===== src/rtl/beam_thresh_loader.sv =====
// Threshold loader for the dual-beam DSP array: per-beam staged writes on a shared bus, then a
// common update strobe issued only after the last load strobe has drained.
module beam_thresh_loader #(
  parameter int unsigned NBEAMS    = 48,
  parameter int unsigned ADDR_BITS = 6
) (
  input  logic                 clk_i,
  input  logic                 rst_i,
  input  logic [17:0]          thresh_dat_i,
  input  logic [ADDR_BITS-1:0] thresh_addr_i,
  input  logic                 thresh_valid_i,
  output logic                 thresh_ready_o,
  input  logic                 commit_i,
  output logic [17:0]          thresh_o,
  output logic [NBEAMS-1:0]    thresh_ce_o,
  output logic                 update_o,
  output logic                 commit_done_o,
  output logic                 addr_err_o,
  output logic                 busy_o
);

  localparam logic [1:0] StIdle   = 2'd0;
  localparam logic [1:0] StDrain  = 2'd1;
  localparam logic [1:0] StUpdate = 2'd2;
  localparam logic [1:0] StDone   = 2'd3;

  logic [1:0]        stateQ, stateD;
  logic [17:0]       threshQ, threshD;
  logic [NBEAMS-1:0] ceQ, ceD;
  logic              addrErrQ, addrErrD;
  logic              updateQ, doneQ, busyQ;
  logic              acceptWr, addrOk;
  logic [31:0]       addrWide;

  assign thresh_ready_o = (stateQ == StIdle) & ~rst_i;
  assign acceptWr       = thresh_valid_i & thresh_ready_o;
  assign addrWide       = 32'(thresh_addr_i);
  assign addrOk         = addrWide < NBEAMS;

  always_comb begin
    stateD = stateQ;
    case (stateQ)
      StIdle:   if (commit_i) stateD = StDrain;
      StDrain:  stateD = StUpdate;
      StUpdate: stateD = StDone;
      StDone:   stateD = StIdle;
      default:  stateD = StIdle;
    endcase
  end

  // Load strobes last a single cycle; an out-of-range write only raises the error pulse.
  always_comb begin
    threshD  = threshQ;
    ceD      = '0;
    addrErrD = 1'b0;
    if (acceptWr) begin
      if (addrOk) begin
        threshD = thresh_dat_i;
        for (int unsigned b = 0; b < NBEAMS; b++) begin
          ceD[b] = (addrWide == b);
        end
      end else begin
        addrErrD = 1'b1;
      end
    end
  end

  always_ff @(posedge clk_i or posedge rst_i) begin
    if (rst_i) begin
      stateQ   <= StIdle;
      threshQ  <= '0;
      ceQ      <= '0;
      addrErrQ <= 1'b0;
      updateQ  <= 1'b0;
      doneQ    <= 1'b0;
      busyQ    <= 1'b0;
    end else begin
      stateQ   <= stateD;
      threshQ  <= threshD;
      ceQ      <= ceD;
      addrErrQ <= addrErrD;
      updateQ  <= (stateD == StUpdate);
      doneQ    <= (stateD == StDone);
      busyQ    <= (stateD != StIdle);
    end
  end

  assign thresh_o      = threshQ;
  assign thresh_ce_o   = ceQ;
  assign addr_err_o    = addrErrQ;
  assign update_o      = updateQ;
  assign commit_done_o = doneQ;
  assign busy_o        = busyQ;

endmodule


===== config.mk =====
export PLATFORM = sky130hd
export DESIGN_NAME = beam_thresh_loader
export DESIGN_NICKNAME = d
export VERILOG_FILES = /design/src/rtl/beam_thresh_loader.sv
export SDC_FILE = /design/constraint.sdc
export NUM_CORES = 1
export LEC_CHECK = 0
export CAP_MARGIN = 40
export CORE_ASPECT_RATIO = 1.25
export CORE_MARGIN = 5
export CORE_UTILIZATION = 35
export CTS_BUF_LIST = sky130_fd_sc_hd__clkbuf_8
export CTS_CLUSTER_SIZE = 40
export DETAILED_ROUTE_END_ITERATION = 16
export PLACE_DENSITY = 0.65
export SLEW_MARGIN = 20
export SYNTH_ARGS = -nofsm -noshare
export SYNTH_HDL_FRONTEND = slang
export SYNTH_SLANG_ARGS = --single-unit

===== constraint.sdc =====
create_clock -name clk_i -period 5.1 [get_ports clk_i]
set_input_delay 0.765 -clock clk_i [delete_from_list [all_inputs] [get_ports clk_i]]
set_output_delay 0.765 -clock clk_i [all_outputs]
set_load 0.01 [all_outputs]

==> impl_metrics.env, run 1 <==
export IMPL_outcome="finished clean"
export IMPL_period_share_pct=53.8
export IMPL_crit_chain="clkdlybuf4s50_1 -> and2b_2 -> clkdlybuf4s50_1"
export IMPL_fmax_ghz=0.364
export IMPL_via_per_inst=4.42
export IMPL_seqPwrFrac_pct=43.5
export IMPL_synth_edf_count=0
export IMPL_internal_power_uw=1210
export IMPL_netlist_area_um2=2570
export IMPL_layout_drive_gt1_share_pct=14.2
export IMPL_syn_to_final_growth_pct=49.2
export IMPL_synth_distinct_cells=23
export IMPL_critPathArrivalTime_ns=1.98
export IMPL_postLayoutSetupSlackWorst_ns=2.36
export IMPL_cts_buffers=9
export IMPL_clkTransAtPathRegs_ns=0.08
export IMPL_synth_avg_cell_area_um2=13.6
export IMPL_root_buffer="clkbuf_8"
export IMPL_port_buffers=98
export IMPL_coreArea_um2=7270
export IMPL_die_y_um=106
export IMPL_finalWeightedCongestion=0.744
export IMPL_h_tree_depth=3
export IMPL_dp_hpwl_um=4230
export IMPL_cts_resized=0
export IMPL_synth_top_cells_by_area="dfrtp_1, nor2_1, mux2_4"
export IMPL_synthesis_nets=220
export IMPL_finClkSkew_ns=0.00936
export IMPL_initial_core_util_pct=35.4
export IMPL_p_leak_uw=0.00171
export IMPL_slew_headroom_pct=59.2
export IMPL_rsz0062_at_grt="no"
export IMPL_hold_path_class="flop to flop"
export IMPL_cts_hold_buf=0
export IMPL_ir_drop_uv=199
export IMPL_grt_overflow=0
export IMPL_switchingPower_uw=416
export IMPL_finalCriticalPeriod_ns=2.74
export IMPL_drtAntennaViolNets=0
export IMPL_drv_slew=0
export IMPL_ys_flop_type="dfrtp_1"
export IMPL_die_area_um2=9180
export IMPL_syn_inst=189
export IMPL_tns_ns=0
export IMPL_post_place_ws_ns=2.36
export IMPL_row_count=35
export IMPL_crit_top_cell="clkdlybuf4s50_1"
export IMPL_clockBufferDepth=2
export IMPL_critPathSlowestCell="clkdlybuf4s50_1"
export IMPL_setup_viol=0
export IMPL_p_sw_share_pct=25.6
export IMPL_yosys_warnings=0
export IMPL_worst_slew_pin_slew_ns=0.612
export IMPL_slowest_delay_ns=0.52
export IMPL_num_vias=1711
export IMPL_ys_seq_elements=72
export IMPL_ys_seq_area_share_pct=70.0
export IMPL_diodes=0
export IMPL_grt_pass1_vias=1764
export IMPL_path_class="input pin to output port"
export IMPL_die_width_um=86.7
export IMPL_drt_iter0_markers=50
export IMPL_synthTopCellsByCount="dfrtp_1, nor2_1, nand2_1"
export IMPL_synth_async_reset_ratio_pct=100
export IMPL_grt_antenna_before_repair=0
export IMPL_rrSetupSlack_ns=3.23
export IMPL_synth_top_area_cell="dfrtp_1"
export IMPL_powerDensity_nw_per_um2=423
export IMPL_maxCapViolCount=0
export IMPL_grt_total_usage_pct=13.5
export IMPL_grt_pass1_wl_um=9360
export IMPL_num_io_pins=99
export IMPL_hold_violations=0
export IMPL_route_detailed_drc=0
export IMPL_clockPowerShare_pct=30.1
export IMPL_path_max_fanout=4
export IMPL_end_kind="output port"
export IMPL_cts_tree="built"
export IMPL_grt_max_degree=29
export IMPL_required_ns=4.34
export IMPL_routedWlPerCell_um=15.1
export IMPL_fin_nets=321
export IMPL_drtPass1Iterations=4
export IMPL_wl_um=5830
export IMPL_post_cts_buffers=0
export IMPL_cts_num_sinks=72
export IMPL_clk_latency_ns=0.34
export IMPL_startpoint_type="input pin"
export IMPL_yosys_area_top_type_share_pct=70.0
export IMPL_combPwrFrac_pct=26.5
export IMPL_yosysMostFrequentCell="dfrtp_1"
[layout by cell type, fill, tap and decap left out, types with 3 or more instances in the layout]
master and n:
clkdlybuf4s50_1 98, nor4_1 6, nand3_1 4, nor2b_1 4, nor2_1 47, mux2_4 10
mux2_2 8, dfrtp_1 72, ha_1 3, clkbuf_8 9, clkinv_4 3, nand2_1 12
[worst max-delay path: cells and delay by family]
kind,cells,cell delay [ns]
buffers and inverters,2,0.99
and+or+nand+nor,1,0.23
[stage by stage]
stage / instances / power [uW] / cell area, um^2 / hold WS, ns / utilization, %
after floorplan: 189 / 929 / 2570 / 0.509 / -
after global placement: 370 / 1140 / 3590 / 0.487 / 49.4
after detailed placement: 371 / 1150 / 3620 / 0.492 / 49.8
after CTS: 387 / 1650 / 3840 / 0.510 / 52.8
after global routing: 387 / 1710 / 3840 / 0.512 / 52.8
final: 387 / 1620 / 3840 / 0.508 / 52.8
[sequential cells by signal (all words and copies together), names as in the netlist]
| signal | flops |
|---|---|
| commit_done_o | 1 |
| addr_err_o | 1 |
| update_o | 1 |
| stateQ | 2 |
| thresh_o | 18 |
| busy_o | 1 |
| thresh_ce_o | 48 |
[power by group through the flow]
stage,sequential (uW),combinational (uW),clock (uW)
2_1_floorplan,757,172,0
3_3_place_gp,714,431,0
3_5_place_dp,717,437,0
4_1_cts,707,439,500
5_1_grt,718,462,527
6_report,706,429,488
[path summary, 6_finish.rpt]
check / start / to / cells after the start
worst max register to register: stateQ[0]$_DFF_PP0_ / thresh_ce_o[44]$_DFF_PP0_ / 5
worst min register to register: thresh_o[10]$_DFFE_PP0P_ / thresh_o[10]$_DFFE_PP0P_ / 1
worst max-delay path: rst_i / thresh_ready_o / 3
min in group asynchronous: rst_i / stateQ[1]$_DFF_PP0_ / 2
max in group asynchronous: rst_i / thresh_ce_o[4]$_DFF_PP0_ / 3
worst min-delay path: thresh_o[10]$_DFFE_PP0P_ / thresh_o[10]$_DFFE_PP0P_ / 1
[metal layers]
metal / wire, um / global-route usage (%) / vias up
li1: - / - / 812
met1: 2330 / 17.0 / 839
met2: 3060 / 21.1 / 52
met3: 347 / 4.53 / 8
met4: 94 / 5.35 / 0
met5: 0 / 0 / -
[logic make-up after synthesis]
kind of cell               count (synthesis)  synth area share, %
and+or+nand+nor                           82                 15.2
muxes                                     18                 9.34
buffers and inverters                     13                 3.79
adders and majority gates                  3                 1.46
DFF                                       72                 70.0
AOI/OAI and AO/OA                          1                0.194
[final cells by class]
cell class | count | area, um^2
Inverter | 3 | 11.3
Fill cell | 633 | 3430
Timing Repair Buffer | 100 | 1020
Clock inverter | 7 | 96.3
Multi-Input combinational cell | 104 | 673
Tap cell | 92 | 115
Clock buffer | 9 | 124
Sequential cell | 72 | 1800
(Power assumes the default switching activity.)
==> run 2, diff against run 1 <==
--- a/config.mk
+++ b/config.mk
@@ -12,7 +12,7 @@
 export CTS_BUF_LIST = sky130_fd_sc_hd__clkbuf_8
 export CTS_CLUSTER_SIZE = 40
 export DETAILED_ROUTE_END_ITERATION = 16
-export PLACE_DENSITY = 0.65
+export PLACE_DENSITY = 0.68
 export SLEW_MARGIN = 20
 export SYNTH_ARGS = -nofsm -noshare
 export SYNTH_HDL_FRONTEND = slang
==> constraint.sdc (replaced) <==
create_clock -name clk_i -period 2.4 [get_ports clk_i]
set_input_delay 0.36 -clock clk_i [delete_from_list [all_inputs] [get_ports clk_i]]
set_output_delay 0.36 -clock clk_i [all_outputs]
set_load 0.01 [all_outputs]
==> impl_metrics.env, run 2 (same netlist as run 1, synthesis figures left out) <==
export IMPL_outcome="finished clean"
export IMPL_cts_hold_buf=0
export IMPL_cts_tree="built"
export IMPL_final_seq_area_um2=1800
export IMPL_row_count=35
export IMPL_route_detailed_drc=0
export IMPL_ir_drop_uv=374
export IMPL_initial_core_util_pct=35.4
export IMPL_maxCapViolCount=0
export IMPL_hold_path_class="input pin to async pin"
export IMPL_end_kind="output port"
export IMPL_rsz0062_at_grt="no"
export IMPL_cts_num_sinks=72
export IMPL_crit_chain="inv_1 -> ha_1 -> and2b_2 -> clkdlybuf4s50_1"
export IMPL_r2r_cells=5
export IMPL_grt_max_degree=28
export IMPL_path_buf_inv=2
export IMPL_die_width_um=86.7
export IMPL_p_leak_uw=0.00169
export IMPL_path_max_fanout=5
export IMPL_largest_reg_flops=48
export IMPL_crit_family="buffers and inverters"
export IMPL_finalWeightedCongestion=0.753
export IMPL_path_class="flop to output port"
export IMPL_crit_end="thresh_ready_o"
export IMPL_fin_nets=322
export IMPL_powerDensity_nw_per_um2=853
export IMPL_setup_viol=0
export IMPL_grt_pass1_vias=1807
export IMPL_clkTransAtPathRegs_ns=0.07
export IMPL_mostFrequentLayoutCells="clkdlybuf4s50_1, dfrtp_1, nor2_1, nand2_1, mux2_4"
export IMPL_root_buffer="clkbuf_8"
export IMPL_wl_um=5630
export IMPL_rrSetupSlack_ns=0.53
export IMPL_critPathSlowestCell="clkdlybuf4s50_1"
export IMPL_fillers=676
export IMPL_grt_pass1_wl_um=9200
export IMPL_hold_slack_ns=0.433
export IMPL_grt_antenna_before_repair=0
export IMPL_post_cts_buffers=0
export IMPL_postLayoutSetupSlackWorst_ns=0.302
export IMPL_drtAntennaViolNets=0
export IMPL_finalPower_uw=3230
export IMPL_h_tree_depth=3
export IMPL_layout_drive_gt1_share_pct=14.2
export IMPL_clockBufferDepth=2
export IMPL_final_common_cell="clkdlybuf4s50_1"
export IMPL_finClkSkew_ns=0.0116
export IMPL_dp_hpwl_um=4310
export IMPL_grt_overflow=0
export IMPL_post_place_ws_ns=0.357
export IMPL_hold_violations=0
export IMPL_multi_input_area_um2=673
export IMPL_fmax_ghz=0.477
export IMPL_required_ns=2.04
export IMPL_die_area_um2=9180
export IMPL_grt_total_usage_pct=13.3
export IMPL_critPathArrivalTime_ns=1.74
export IMPL_slowest_delay_ns=0.53
export IMPL_coreArea_um2=7270
export IMPL_slew_headroom_pct=61.7
export IMPL_r2r_start="stateQ[0]$_DFF_PP0_"
export IMPL_diodes=0
export IMPL_cts_resized=0
export IMPL_syn_to_final_growth_pct=47.3
export IMPL_rr_endpoint="thresh_ce_o[44]$_DFF_PP0_"
export IMPL_startpoint_type="flop"
export IMPL_routedWlPerCell_um=14.5
export IMPL_num_io_pins=99
export IMPL_drtPass1Iterations=4
export IMPL_num_vias=1731
export IMPL_via_per_inst=4.46
export IMPL_fin_util_pct=52.1
export IMPL_finalCriticalPeriod_ns=2.10
export IMPL_tns_ns=0
export IMPL_cp_startpoint="stateQ[0]$_DFF_PP0_"
export IMPL_worst_slew_pin_slew_ns=0.574
export IMPL_clk_latency_ns=0.33
export IMPL_drv_slew=0
export IMPL_cp_depth=4
export IMPL_die_y_um=106
export IMPL_drt_iter0_markers=63
export IMPL_period_share_pct=87.4
export IMPL_cts_buffers=9
export IMPL_port_buffers=98
==> run 2: per-layer routing <==
metal / routed length, um / global-route usage (%)
met1: 2110 / 15.4
met4: 152 / 7.46
met5: 0 / 0
met3: 309 / 3.05
met2: 3060 / 22.4
==> run 2: layout make-up <==
cell class / instances / share of cell area [%]
clock buffers: 9 / 3.27
clock inverters: 7 / 1.25
inverters: 3 / 0.297
multi-input cells: 104 / 17.8
flip-flops and latches: 72 / 47.6
well taps: 92 / 3.04
repair buffers: 101 / 26.8
==> run 2: worst min path at each step <==
stage,cells past startpoint,start,endpoint
2_1_floorplan,1,thresh_dat_i[0],thresh_o[0]$_DFFE_PP0P_
3_3_place_gp,1,thresh_o[15]$_DFFE_PP0P_,thresh_o[15]$_DFFE_PP0P_
3_5_place_dp,1,thresh_o[2]$_DFFE_PP0P_,thresh_o[2]$_DFFE_PP0P_
4_1_cts,2,rst_i,thresh_ce_o[0]$_DFF_PP0_
5_1_grt,2,rst_i,thresh_ce_o[0]$_DFF_PP0_
6_report,2,rst_i,thresh_ce_o[30]$_DFF_PP0_
==> run 2: stage by stage <==
stage	cell area [um^2]	cells
after global placement	3620	372
after CTS	3790	388
after global routing	3790	388
after floorplan	2570	189
after detailed placement	3620	372
final	3790	388
==> run 2: where the power goes <==
part	switching (uW)	internal, uW	leakage [uW]
Sequential	101	1410	0.000961
Combinational	344	569	0.000635
Clock	433	374	0.0000908
Total	879	2350	0.00169
